[config.mk]
export PLATFORM = sky130hd
export DESIGN_NAME = decoder_rr_scheduler
export DESIGN_NICKNAME = d
export VERILOG_FILES = /design/src/rtl/decoder_rr_scheduler.sv
export SDC_FILE = /design/constraint.sdc
export NUM_CORES = 1
export LEC_CHECK = 0
export ABC_AREA = 1
export BUFFER_PORTS_ARGS = -buffer_cell sky130_fd_sc_hd__buf_2
export CORE_ASPECT_RATIO = 0.8
export CORE_UTILIZATION = 43
export DETAILED_ROUTE_END_ITERATION = 7
export SLEW_MARGIN = 10
export SYNTH_ARGS = -nofsm -noshare
export SYNTH_HDL_FRONTEND = slang
export SYNTH_SLANG_ARGS = --single-unit
[constraint.sdc]
create_clock -name clk -period 5.5 [get_ports clk]
set_clock_uncertainty 0.15 [all_clocks]
set_input_delay 1.1 -clock clk [delete_from_list [all_inputs] [get_ports clk]]
set_output_delay 1.1 -clock clk [all_outputs]
set_load 0.05 [all_outputs]
[src/rtl/decoder_rr_scheduler.sv]
// Round-robin grant scheduler driving a 4-to-16 decoder select/enable pair.
// One grant at a time, bounded by HOLD_MAX cycles.
// Every release is followed by a one-cycle GAP so that decoder outputs break before make.
module decoder_rr_scheduler #(
  parameter int unsigned HOLD_MAX = 255
) (
  input  logic        clk,
  input  logic        rst_n,
  input  logic [15:0] req,
  input  logic        done,
  output logic [3:0]  sel,
  output logic        en416,
  output logic        busy,
  output logic        timeout
);

  typedef enum logic [1:0] {
    StIdle,
    StGrant,
    StGap
  } state_e;

  localparam logic [7:0] HoldLast = 8'(HOLD_MAX - 1);

  state_e     state_q, state_d;
  logic [3:0] sel_q, sel_d;
  logic [3:0] ptr_q, ptr_d;
  logic [7:0] hold_q, hold_d;
  logic       en_q;
  logic       to_q, to_d;
  logic [3:0] winner;
  logic [3:0] idx;
  logic       found;
  logic       hold_hit;
  logic       owner_req;

  // Pick the first set request at or above ptr, wrapping modulo 16.
  // The loop scans downward, so the smallest offset from ptr is assigned last and wins.
  always_comb begin
    winner = '0;
    found  = 1'b0;
    idx    = '0;
    for (int i = 15; i >= 0; i--) begin
      idx = ptr_q + 4'(i);
      if (req[idx]) begin
        winner = idx;
        found  = 1'b1;
      end
    end
  end

  // Next-state logic: arbitrate in IDLE, watch the release conditions in GRANT.
  always_comb begin
    state_d   = state_q;
    sel_d     = sel_q;
    ptr_d     = ptr_q;
    hold_d    = hold_q;
    to_d      = 1'b0;
    owner_req = req[sel_q];
    hold_hit  = (hold_q == HoldLast);
    case (state_q)
      StIdle: begin
        if (found) begin
          state_d = StGrant;
          sel_d   = winner;
          hold_d  = '0;
        end
      end
      StGrant: begin
        if (done || !owner_req || hold_hit) begin
          state_d = StGap;
          ptr_d   = sel_q + 4'd1;
          // A done pulse or a dropped request takes priority, so the release counts as normal.
          to_d    = hold_hit && !done && owner_req;
        end else if (hold_q != 8'hFF) begin
          hold_d = hold_q + 8'd1;
        end
      end
      StGap: begin
        state_d = StIdle;
      end
      default: begin
        state_d = StIdle;
      end
    endcase
  end

  // State and registered outputs; reset is asynchronous, so en416 drops without waiting for clk.
  always_ff @(posedge clk or negedge rst_n) begin
    if (!rst_n) begin
      state_q <= StIdle;
      sel_q   <= '0;
      ptr_q   <= '0;
      hold_q  <= '0;
      en_q    <= 1'b0;
      to_q    <= 1'b0;
    end else begin
      state_q <= state_d;
      sel_q   <= sel_d;
      ptr_q   <= ptr_d;
      hold_q  <= hold_d;
      en_q    <= (state_d == StGrant);
      to_q    <= to_d;
    end
  end

  assign sel     = sel_q;
  assign en416   = en_q;
  assign busy    = (state_q != StIdle);
  assign timeout = to_q;

endmodule

==> summary.txt <==
Layout
  – Area growth syn-to-layout: 7.26%
  – # diodes: 0
  – Area of the multi-input gates: 2010 sq um
  – Ratio of cells with drive above 1 in the final layout: 11.3%
  – Fin nets: 528
  – Filler cells: 636
  – FF/Latch Area: 500 sq um

Synthesis
  – EDFF count, synth: 0
  – Synth Instances: 481
  – Netlist cell types: 39
  – Most instantiated library cell after synthesis: nand2_1
  – Seq cells post-synth: 20
  – Sequential area share after synthesis: 18.1%
  – Synth warnings: 0
  – Synth Net Count: 510
  – Share of the synthesized area in the top cell type: 25.0%
  – Mean post-synth cell area: 5.73 sq um
  – Ys flop type: dfrtp_1
  – Top post-synthesis cells by area: nand2_1, dfrtp_1, nand3_1
  – Synth area leader: nand2_1
  – Post-Syn Area: 2760 sq um
  – Post-synthesis async set-or-reset flop share: 100%
  – Synth top cells by count: nand2_1, nand3_1, a21oi_1

Clocking
  – Clock transition at path regs: 70 ps
  – Later-pin clock latency in the skew report: 260 ps
  – Root buffer cell: clkbuf_8
  – CTS tree: built
  – Post-CTS Setup Inserts: 0
  – Clock buffer depth: 2
  – # hold bufs at CTS: 0
  – CTS resizes: 0
  – Clock sinks: 20
  – H-tree depth: 1
  – TritonCTS Buffers: 3

STA
  – Max Clock Freq: 0.236 GHz
  – Fin. Hold Viols: 0
  – Max-slew headroom: 49.7%
  – Setup violators final: 0
  – Tmin final: 4240 ps
  – RSZ-0062 raised after global routing: no
  – Fin crit share: 77.1%
  – Final max-slew violation count: 0
  – TNS Setup: 0 ps
  – Worst Tran Pin Value: 750 ps

Run
  – MaxCap Viol Count: 0

Routing
  – Post-DRT Antenna Nets: 0
  – Initial DRC count: 292
  – Routed len/inst: 15.1 um
  – Final Routed Wirelength: 8.74 mm
  – DRC: 0
  – Drt pass-1 iters: 5
  – Via count: 3,235
  – Via-to-Cell Ratio: 5.60

Place
  – RD Place Congestion: 0.884
  – PortBufs: 25
  – Post-DP HPWL: 6.88 mm

Status
  – Status: complete, no violations

Setup path
  – Crit. End Element: register
  – Critical Path Max Stage Delay: 740 ps
  – WP data arrival: 4220 ps
  – Most used cell, CP: nand2_1
  – Critical-path top delay cell: dfrtp_1
  – Worst-path fanout max: 29
  – Cells along the critical path: inv_2 -> ha_1 -> inv_1 -> nand3_1 -> nand3_1 -> nand2_1 -> nand2_1 -> nand2_1 -> nor4_2 -> nand4_2 -> o21ai_4 -> inv_4 -> nand2_1 -> xor2_1 -> a21oi_1
  – Crit path launch type: register
  – Worst EP required: 5480 ps
  – Crit path buf inv count: 3
  – CP Class: reg -> reg
  – Critical path's top delay family: simple AND/OR/NAND/NOR gates

Global routing
  – Initial antenna violation count: 0
  – GRT Util Overall: 27.3%
  – Pin count of the biggest net entering global routing: 30
  – Total gr overflow: 0
  – Number of global-route vias before repair: 2,824
  – First-pass GRT wire length: 14.2 mm

Floorplan
  – Ports: 26
  – Die height: 73.6 um
  – Die area: 6740 sq um
  – Core area: 6040 sq um
  – # rows: 25
  – Die extent in x: 91.5 um
  – Initial core utilization: 45.7%

Min path
  – Worst min path class: reg -> reg
==> metrics by stage <==
step	setup slack, ps	std cells	utilization, %	instance area (sq um)	hold slack (ps)
3_3_place_gp	1440	575	48.3	2920	371
2_1_floorplan	2290	481	-	2760	345
6_report	1260	578	49.0	2960	386
4_1_cts	1310	578	49.0	2960	388
5_1_grt	896	578	49.0	2960	422
3_5_place_dp	1340	575	48.3	2920	377
==> placed cells by master (no fill, tap or decap), drive strengths merged <==
master  synthesis  layout
buf            13      26
o31ai           2       2
o21a            1       1
o211ai          1       1
or2             1       1
a21oi          50      50
clkbuf          0       3
o21ai          28      28
nand2         189     189
a211oi          1       1
dfrtp          20      20
ha             10      10
nand3b          1       1
nor2           24      24
xor2            6       6
nor3b           2       2
nand4           2       2
nor4            4       4
xnor2           3       3
nor3            1       1
a31oi           1       1
o221ai          3       3
nand3          71      71
inv            46      46
a21o            1       1
==> logic make-up (layout without fill, tap and decap cells) <==
kind of cell	Yosys count	in the layout	share of synthesized area [%]
and+or+nand+nor	295	295	46.9
AOI/OAI and AO/OA	88	88	17.7
buffers and inverters	59	75	9.07
DFF	20	20	18.1
adders and majority gates	10	10	4.54
xor gates and xnor gates	9	9	3.68
==> final timing paths <==
kind / from / endpoint / slack (ps) / cells after the start
min in group asynchronous: rst_n / hold_q[3] / 640 / 1
setup reg to reg: ptr_q[0] / hold_q[2] / 1260 / 15
hold / removal: hold_q[7] / hold_q[7] / 390 / 2
setup / recovery: ptr_q[0] / hold_q[2] / 1260 / 15
hold reg to reg: hold_q[7] / hold_q[7] / 390 / 2
max in group asynchronous: rst_n / ptr_q[1] / 4240 / 1
==> metal layers <==
layer	share of wire, %	global-route usage [%]	vias to the layer above
met3	7.3	4.66	8
met4	0.96	6.17	0
met2	43	43.6	131
met5	0	0	-
met1	49	38.7	1466
li1	-	-	1630
==> sequential cells by signal (all words and copies together), names as in the netlist <==
signal / flops
ptr_q: 4
sel: 4
en416: 1
state_q: 2
hold_q: 8
timeout: 1
==> worst reg2reg max path: stages (launching register included) <==
cell and delay, ps:
dfrtp_1 740, inv_2 370, ha_1 580, inv_1 400, nand3_1 170, nand3_1 120
nand2_1 100, nand2_1 100, nand2_1 150, nor4_2 380, nand4_2 230, o21ai_4 260
inv_4 80, nand2_1 80, xor2_1 150, a21oi_1 60
==> layout make-up <==
cell class | instances | area share [%]
flip-flops and latches | 20 | 16.9
inverters | 46 | 5.92
clock buffers | 3 | 1.40
repair buffers | 26 | 4.48
multi-input cells | 402 | 67.9
well taps | 81 | 3.43
Power is left out: the tool's default activity adds up to more than one toggle a clock period on the data nets, which glitch-free logic cannot reach.
